`src/rtl/oh_arbiter_rr_if.sv`:
```
// Request/grant bundle between a set of requesters and the round-robin arbiter.
// The master modport is the arbiter side; the slave modport is the requester side.
interface oh_arbiter_rr_if #(
    parameter int N  = 4,
    parameter int IW = $clog2(N)
);
    logic [N-1:0]  req;
    logic [N-1:0]  last;
    logic          ready;
    logic [N-1:0]  grant;
    logic          gnt_valid;
    logic [IW-1:0] gnt_id;
    logic          beat;

    modport master (
        input  req, last, ready,
        output grant, gnt_valid, gnt_id, beat
    );

    modport slave (
        output req, last, ready,
        input  grant, gnt_valid, gnt_id, beat
    );
endinterface

```
`src/rtl/oh_arbiter_rr.sv`:
```
// Round-robin burst arbiter: locks the grant to one requester until its burst
// completes or it withdraws, then hands off without a bubble cycle.
module oh_arbiter_rr #(
    parameter int N    = 4,
    parameter     PROP = "DEFAULT",
    parameter int IW   = $clog2(N)
) (
    input  logic              clk,
    input  logic              nreset,
    oh_arbiter_rr_if.master   bus
);

    localparam logic [0:0] IDLE  = 1'b0;
    localparam logic [0:0] OWNED = 1'b1;

    // Implementation tags select no alternative logic today; every variant is this one.
    if (PROP != "DEFAULT") begin : g_prop_variant
    end

    logic [0:0]    state_q, state_d;
    logic [N-1:0]  grant_q, grant_d;
    logic [IW-1:0] id_q, id_d;
    logic [IW-1:0] ptr_q, ptr_d;
    logic [IW-1:0] win, cand;
    logic          found;
    logic          beat;
    logic          done;
    int            scan;

    assign beat = (state_q == OWNED) & bus.req[id_q] & bus.ready;

    // A withdrawn request ends ownership exactly like a completed burst.
    assign done = (state_q == OWNED) & (~bus.req[id_q] | (beat & bus.last[id_q]));

    always_comb begin
        // NOTE: every always_comb output gets a default first so no latch is inferred.
        state_d = state_q;
        grant_d = grant_q;
        id_d    = id_q;
        ptr_d   = ptr_q;
        found   = 1'b0;
        win     = '0;
        cand    = '0;
        scan    = 0;

        if (done) begin
            ptr_d = (int'(id_q) == N - 1) ? '0 : id_q + 1'b1;
        end

        // Scan from the (possibly just updated) pointer so handoff needs no extra cycle.
        for (int k = 0; k < N; k++) begin
            scan = int'(ptr_d) + k;
            if (scan >= N) scan = scan - N;
            cand = IW'(scan);
            if (!found && bus.req[cand]) begin
                found = 1'b1;
                win   = cand;
            end
        end

        if ((state_q == IDLE) || done) begin
            if (found) begin
                state_d = OWNED;
                grant_d = {{(N-1){1'b0}}, 1'b1} << win;
                id_d    = win;
            end else begin
                state_d = IDLE;
                grant_d = '0;
                id_d    = '0;
            end
        end
    end

    always_ff @(posedge clk) begin
        // NOTE: reset is sampled on the clock edge, and state uses non-blocking assignments only.
        if (!nreset) begin
            state_q <= IDLE;
            grant_q <= '0;
            id_q    <= '0;
            ptr_q   <= '0;
        end else begin
            state_q <= state_d;
            grant_q <= grant_d;
            id_q    <= id_d;
            ptr_q   <= ptr_d;
        end
    end

    assign bus.grant     = grant_q;
    assign bus.gnt_valid = (state_q == OWNED);
    assign bus.gnt_id    = id_q;
    assign bus.beat      = beat;

endmodule

```
`src/flat_wrapper.sv`:
```
// flat-port wrapper written by rule: the top's interface ports become plain ports
module oh_arbiter_rr_flat 
#(
    parameter int N    = 4,
    parameter     PROP = "       ",
    parameter int IW   = $clog2(N)
)
  (clk, nreset, bus_req, bus_last, bus_ready, bus_grant, bus_gnt_valid, bus_gnt_id, bus_beat);
  oh_arbiter_rr_if #(.N(N), .IW(IW)) bus_i ();
  input  logic clk;
  input  logic nreset;
  input wire logic [$bits(bus_i.req)-1:0] bus_req;
  input wire logic [$bits(bus_i.last)-1:0] bus_last;
  input wire logic [$bits(bus_i.ready)-1:0] bus_ready;
  output wire logic [$bits(bus_i.grant)-1:0] bus_grant;
  output wire logic [$bits(bus_i.gnt_valid)-1:0] bus_gnt_valid;
  output wire logic [$bits(bus_i.gnt_id)-1:0] bus_gnt_id;
  output wire logic [$bits(bus_i.beat)-1:0] bus_beat;
  assign bus_i.req = bus_req;
  assign bus_i.last = bus_last;
  assign bus_i.ready = bus_ready;
  assign bus_grant = bus_i.grant;
  assign bus_gnt_valid = bus_i.gnt_valid;
  assign bus_gnt_id = bus_i.gnt_id;
  assign bus_beat = bus_i.beat;
  oh_arbiter_rr #(.N(N), .PROP(PROP), .IW(IW)) u_core (.clk(clk), .nreset(nreset), .bus(bus_i));
endmodule
```
`config.mk`:
```
export PLATFORM = sky130hd
export DESIGN_NAME = oh_arbiter_rr_flat
export DESIGN_NICKNAME = d
export VERILOG_FILES = /design/src/rtl/oh_arbiter_rr_if.sv /design/src/rtl/oh_arbiter_rr.sv /design/src/flat_wrapper.sv
export SDC_FILE = /design/constraint.sdc
export NUM_CORES = 1
export LEC_CHECK = 0
export ABC_CLOCK_PERIOD_IN_PS = 2100
export CAP_MARGIN = 25
export CELL_PAD_IN_SITES_DETAIL_PLACEMENT = 1
export CELL_PAD_IN_SITES_GLOBAL_PLACEMENT = 2
export CORE_MARGIN = 4
export CORE_UTILIZATION = 30
export DETAILED_ROUTE_END_ITERATION = 8
export DONT_BUFFER_PORTS = 1
export GPL_ROUTABILITY_DRIVEN = 0
export MAX_ROUTING_LAYER = met4
export PLACE_DENSITY = 0.68
export SLEW_MARGIN = 40
export SYNTH_ARGS = -nofsm -noshare
export SYNTH_HDL_FRONTEND = slang
export SYNTH_SLANG_ARGS = --single-unit
```
`constraint.sdc`:
```
create_clock -name clk -period 2.1 [get_ports clk]
set_clock_uncertainty 0.05 [all_clocks]
set_input_delay 0.42 -clock clk [delete_from_list [all_inputs] [get_ports clk]]
set_output_delay 0.42 -clock clk [all_outputs]
set_load 0.02 [all_outputs]
```
Word-level counts from Yosys, hierarchy flattened. Index checks and enable logic that the tools add are counted.

Register bits: 9. Output and inout port bits: 8.

Shifts and indexed selects: 1. Bitwise gates (word level): 7. Multiplexer cells: 29. $lt $le $gt $ge: 9. Reductions and logical operators: 7. Add/sub/neg operators: 8. Eq/ne operators: 1.

Operators by type and width (count): $mux 2 (11); $lt 2x3->1 const B (5); $bmux 1 s2 (6); $mux 1 (11); $ge 3x3->1 const B (3); $sub 2x1->2 const B (4); $add 2x2->3 const B (2); $and 1x1->1 (4); $mux 4 (1); $shl 1x2->4 const A (1); $add 2x1->3 const B (1); $ge 2x3->1 const B (1); $logic_and 1x1->1 (3); $logic_not 1->1 (3); $add 2x1->2 const B (1); $eq 2x1->1 const B (1); $not 1->1 (2); $logic_or 1x1->1 (1); $or 1x1->1 (1).

Depth between registers and ports, before layout.
Depth after elaboration: 24. Mapped depth: 8. Mapped depth without buffers: 8.

Least setup slack after synthesis. Ideal clock, no wire load.

Kind: register to register. From: register u_core.id_q[1], in the netlist u_core.bus.gnt_id[1]. To: register u_core.grant_q[1], in the netlist u_core.bus.grant[1]. Stages on the path, launching flop included: 8. Arrival: 2.164 ns. Library setup time: 0.088 ns. Setup slack: -0.202 ns. Required time: 1.962 ns. Path through: dfxtp_1 mux4_2 o221ai_2 nand2_4 mux2_2 o21ai_0 a221o_1 o32ai_2.

Longest elaborated chain between the ends: 24. Elaborated cells on any way between the ends: 54. Those cells by class: add/sub: 8; order compare: 4; eq/ne: 1; shift: 1; mux: 27; bitwise: 6; reduce/logical: 7.

Ends and longest elaborated chain: start: declaration (line oh_arbiter_rr.sv:22) `logic [IW-1:0] id_q, id_d;`; start signal: assignment (line oh_arbiter_rr.sv:84) `id_q <= id_d;`; branches (longest 24 deep; another with $add 2x1->3); end signal: assignment (line oh_arbiter_rr.sv:83) `grant_q <= grant_d;`; end: declaration (line oh_arbiter_rr.sv:21) `logic [N-1:0] grant_q, grant_d;`.

Parallel ways; which one is timed is not known. The select of a mux whose other input is x is not followed. A chain may end at the register's enable or synchronous reset.

Worst setup path in the final report.
From: register u_core.id_q[1], in the netlist u_core.bus.gnt_id[1]. To: register u_core.grant_q[3], in the netlist u_core.bus.grant[3].

Same word-level chain as after synthesis.

==> run_results.csv <==
group,metric,value,unit
clocking,clock_latency,0.27,ns
worst_setup_path,critPathTopFamily,"multiplexers",
synthesis,ys.warnings.count,0,
detailed_routing,drt_iter0_markers,6,
floorplan,num_io_pins,19,
power_and_ir_drop,power_leakage,0.3570,nW
place,dpl.hpwl,1.362,mm
synthesis,synth_xor_area_frac,0,
global_route,grt_max_degree,14,
synthesis,avgSynthCellArea,8.658,um^2
worst_setup_path,cpPeakStageDelay,0.54,ns
detailed_routing,antenna_left,0,
worst_setup_path,cp.arrival,2.28,ns
clocking,numClockSinks,9,
worst_setup_path,worst-path-buf-inv,0,
finish,fillCellCount,243,
place,portBuffers,0,
synthesis,ys_seq_area_frac,0.2775,
timing,relSlewSlack,0.7988,
clocking,cts-buffers-inserted,3,
global_route,grt_pass1_wl,2.870,mm
detailed_routing,viasPerCell,5.402,
synthesis,syn_inst,75,
global_route,grt_pass1_vias,647,
synthesis,synth_compound_area_frac,0.2524,
synthesis,synth_cell_type_count,30,
synthesis,ys_ff_latch,9,
power_and_ir_drop,p_sw,218.1,uW
run,max_cap_viol_count,0,
finish,layoutNonFillerInstCount,117,
synthesis,yosys.area_share.adder,0.01927,
detailed_routing,dr_total_vias,632,
timing,finalMaxSlewViolations,0,
clocking,h-tree-depth,1,
outcome,run_status,"finished, violations left",
worst_setup_path,startpoint_type,"flop",
power_and_ir_drop,pwr-share-comb,0.419,
worst_setup_path,crit_type,"reg2reg",
power_and_ir_drop,power,618.6,uW
timing,rsz0062_at_grt,"true",
timing,period_needed,2.131,ns
worst_setup_path,timing.reg2reg.setup_slack,-0.03,ns
hold_path,holdPathEnd,"u_core.bus.grant[2]",
power_and_ir_drop,ir_worst_vdd,385.2,uV
worst_setup_path,worstSetupEndpointType,"flop",
floorplan,start_util,0.3244,
power_and_ir_drop,pwr_density_cell,696.3,nW/um^2
finish,post-route-util,0.4438,
hold_path,whs_path_depth,1,
finish,layout-drive-gt1-share,0.4333,
clocking,path_clk_slew,0.06,ns
timing,period_share,1.015,
power_and_ir_drop,seqPwrFrac,0.352,
hold_path,min_from,"bus_req[1]",
global_route,antenna_found_initial,0,
synthesis,netlist_area,649.4,um^2
floorplan,die_area,2973,um^2
worst_setup_path,cp_slowest_cell,"mux4_2",
floorplan,rows,16,
clocking,cts_root_buf,"clkbuf_4",
floorplan,core,2002,um^2
power_and_ir_drop,switching_share,0.3526,
worst_setup_path,crit_path_start,"u_core.bus.gnt_id[1]",
timing,tightest_slew,0.2960,ns
clocking,clk_path_buf_depth,2,
worst_setup_path,path_cells,"mux4_2 > o221ai_4 > nand2_4 > mux2_4 > a221oi_4 > nand3_1 > o22ai_1",
detailed_routing,wl_per_cell,15.38,um
outcome,violations,"negative setup slack",
detailed_routing,drt-total-wl,1.800,mm
finish,area_delta_synth_final,36.80,%
global_route,gr-total-overflow,0,
worst_setup_path,r2r-end,"u_core.bus.grant[3]",
timing,setup_violations,2,
finish,nNetsFinal,103,
synthesis,synth_top_family_by_area,"compound AO/OA/AOI/OAI gates",
worst_setup_path,rr_startpoint,"u_core.bus.gnt_id[1]",
timing,setup_tns,-0.05217,ns
worst_setup_path,cp_data_required_time,2.25,ns
detailed_routing,drcViolationCount,0,
floorplan,die_height,54.53,um
clocking,cts_hold_buf,0,
finish,final_cell_mix,"buf_4 (12), nand2_1 (9), dfxtp_1 (7), nand3_1 (5)",
synthesis,synthMuxAreaShare,0.1850,
worst_setup_path,critPathMaxFanout,6,
power_and_ir_drop,intPower,400.5,uW
worst_setup_path,reg2reg_depth,7,
timing,final-hold-violation-count,0,
timing,finalWorstSetupSlack,-0.03051,ns
place,dp.cells,110,
floorplan,die_w,54.53,um
finish,layout_commonest_cell,"buf_4",
finish,antenna_cells,0,
timing,hold_slack,0.1941,ns
clocking,cts_tree,"yes",
synthesis,synth_nets,87,
timing,fmax,469.4,MHz
hold_path,min_path_type,"in2reg",
power_and_ir_drop,clock_power_share,0.228,
synthesis,synth-simple-area-share,0.2197,
detailed_routing,firstDrtPassIters,2,
global_route,track_usage,0.1456,
power groups by stage:
| stage | Combinational, mW | Clock (mW) | Sequential (mW) |
|---|---|---|---|
| after detailed placement | 0.224 | 0 | 0.219 |
| after global routing | 0.282 | 0.159 | 0.221 |
| after global placement | 0.223 | 0 | 0.219 |
| final | 0.259 | 0.141 | 0.218 |
| after floorplan | 0.160 | 0 | 0.222 |
| after CTS | 0.251 | 0.145 | 0.217 |
metrics by stage:
stage	setup slack [ns]	instance area, um^2
final	-0.03051	888.4
after global routing	-0.1742	888.4
after CTS	-0.04178	858.3
after detailed placement	-0.1007	793.3
after global placement	-0.08387	793.3
after floorplan	-0.02200	694.4
how the worst max path moves through the flow:
stage | endpoint | slack (ns) | cells after the start
2_1_floorplan | u_core.bus.grant[1] | -0.02 | 7
3_3_place_gp | u_core.bus.grant[3] | -0.08 | 7
3_5_place_dp | u_core.bus.grant[1] | -0.10 | 7
4_1_cts | u_core.bus.grant[1] | -0.04 | 7
5_1_grt | u_core.bus.grant[3] | -0.17 | 8
6_report | u_core.bus.grant[3] | -0.03 | 7
cell families (layout without fill, tap and decap cells):
group | Yosys count | after routing
and+or+nand+nor | 27 | 27
AOI/OAI and AO/OA | 21 | 21
muxes | 10 | 10
DFF | 9 | 9
buffers and inverters | 7 | 22
adders and majority gates | 1 | 1
sequential cells by signal, indices dropped and copies added, names as in the netlist:
name,cells
u_core.bus.grant,4
u_core.ptr_q,2
u_core.bus.gnt_id,2
u_core.bus.gnt_valid,1
worst reg2reg max path: stages, from the launching register on:
cell	delay, ns
dfxtp_4	0.35
mux4_2	0.54
o221ai_4	0.10
nand2_4	0.12
mux2_4	0.33
a221oi_4	0.31
nand3_1	0.11
o22ai_1	0.16
cell usage after synthesis (all sizes together):
master / n / area (um^2)
and2b: 2 / 17.52
and3: 1 / 7.510
and2: 1 / 6.260
mux4: 1 / 22.52
buf: 3 / 15.01
a221o: 1 / 10.01
or2: 1 / 6.260
o41a: 1 / 12.51
o22a: 1 / 8.760
o21a: 1 / 7.510
o22ai: 3 / 18.77
nor2: 4 / 15.01
nand2: 10 / 45.04
a221oi: 1 / 15.01
ha: 1 / 12.51
o31ai: 2 / 15.01
nor2b: 2 / 12.51
o32ai: 1 / 16.27
mux2i: 6 / 60.06
a21oi: 4 / 20.02
dfxtp: 9 / 180.2
inv: 4 / 15.01
nand3b: 1 / 7.510
nand3: 5 / 25.02
mux2: 3 / 37.53
o221ai: 1 / 15.01
o21ai: 5 / 25.02
per-layer routing:
metal / share of wire / track usage / vias to the layer above
li1: - / - / 307
met1: 0.45 / 0.1678 / 306
met2: 0.47 / 0.2251 / 14
met3: 0.059 / 0.03815 / 5
met4: 0.022 / 0.08714 / 0
met5: 0 / - / -
timing repair:
item                                    in CTS  in global routing
gates resized for setup                      6                  5
buffers inserted                             2                  1
hold endpoints to repair                     0                  0
endpoints found under the setup margin       5                  6
pin swaps                                    3                  1
area by class of cell:
class | instances | area (um^2) | share of cell area
Multi-Input combinational cell | 59 | 513.0 | 0.5775
Sequential cell | 9 | 187.7 | 0.2113
Timing Repair Buffer | 14 | 112.6 | 0.1268
Tap cell | 27 | 33.78 | 0.03803
Clock buffer | 4 | 26.28 | 0.02958
Inverter | 4 | 15.01 | 0.01690
Note: power is estimated with default switching activity, not from simulation.
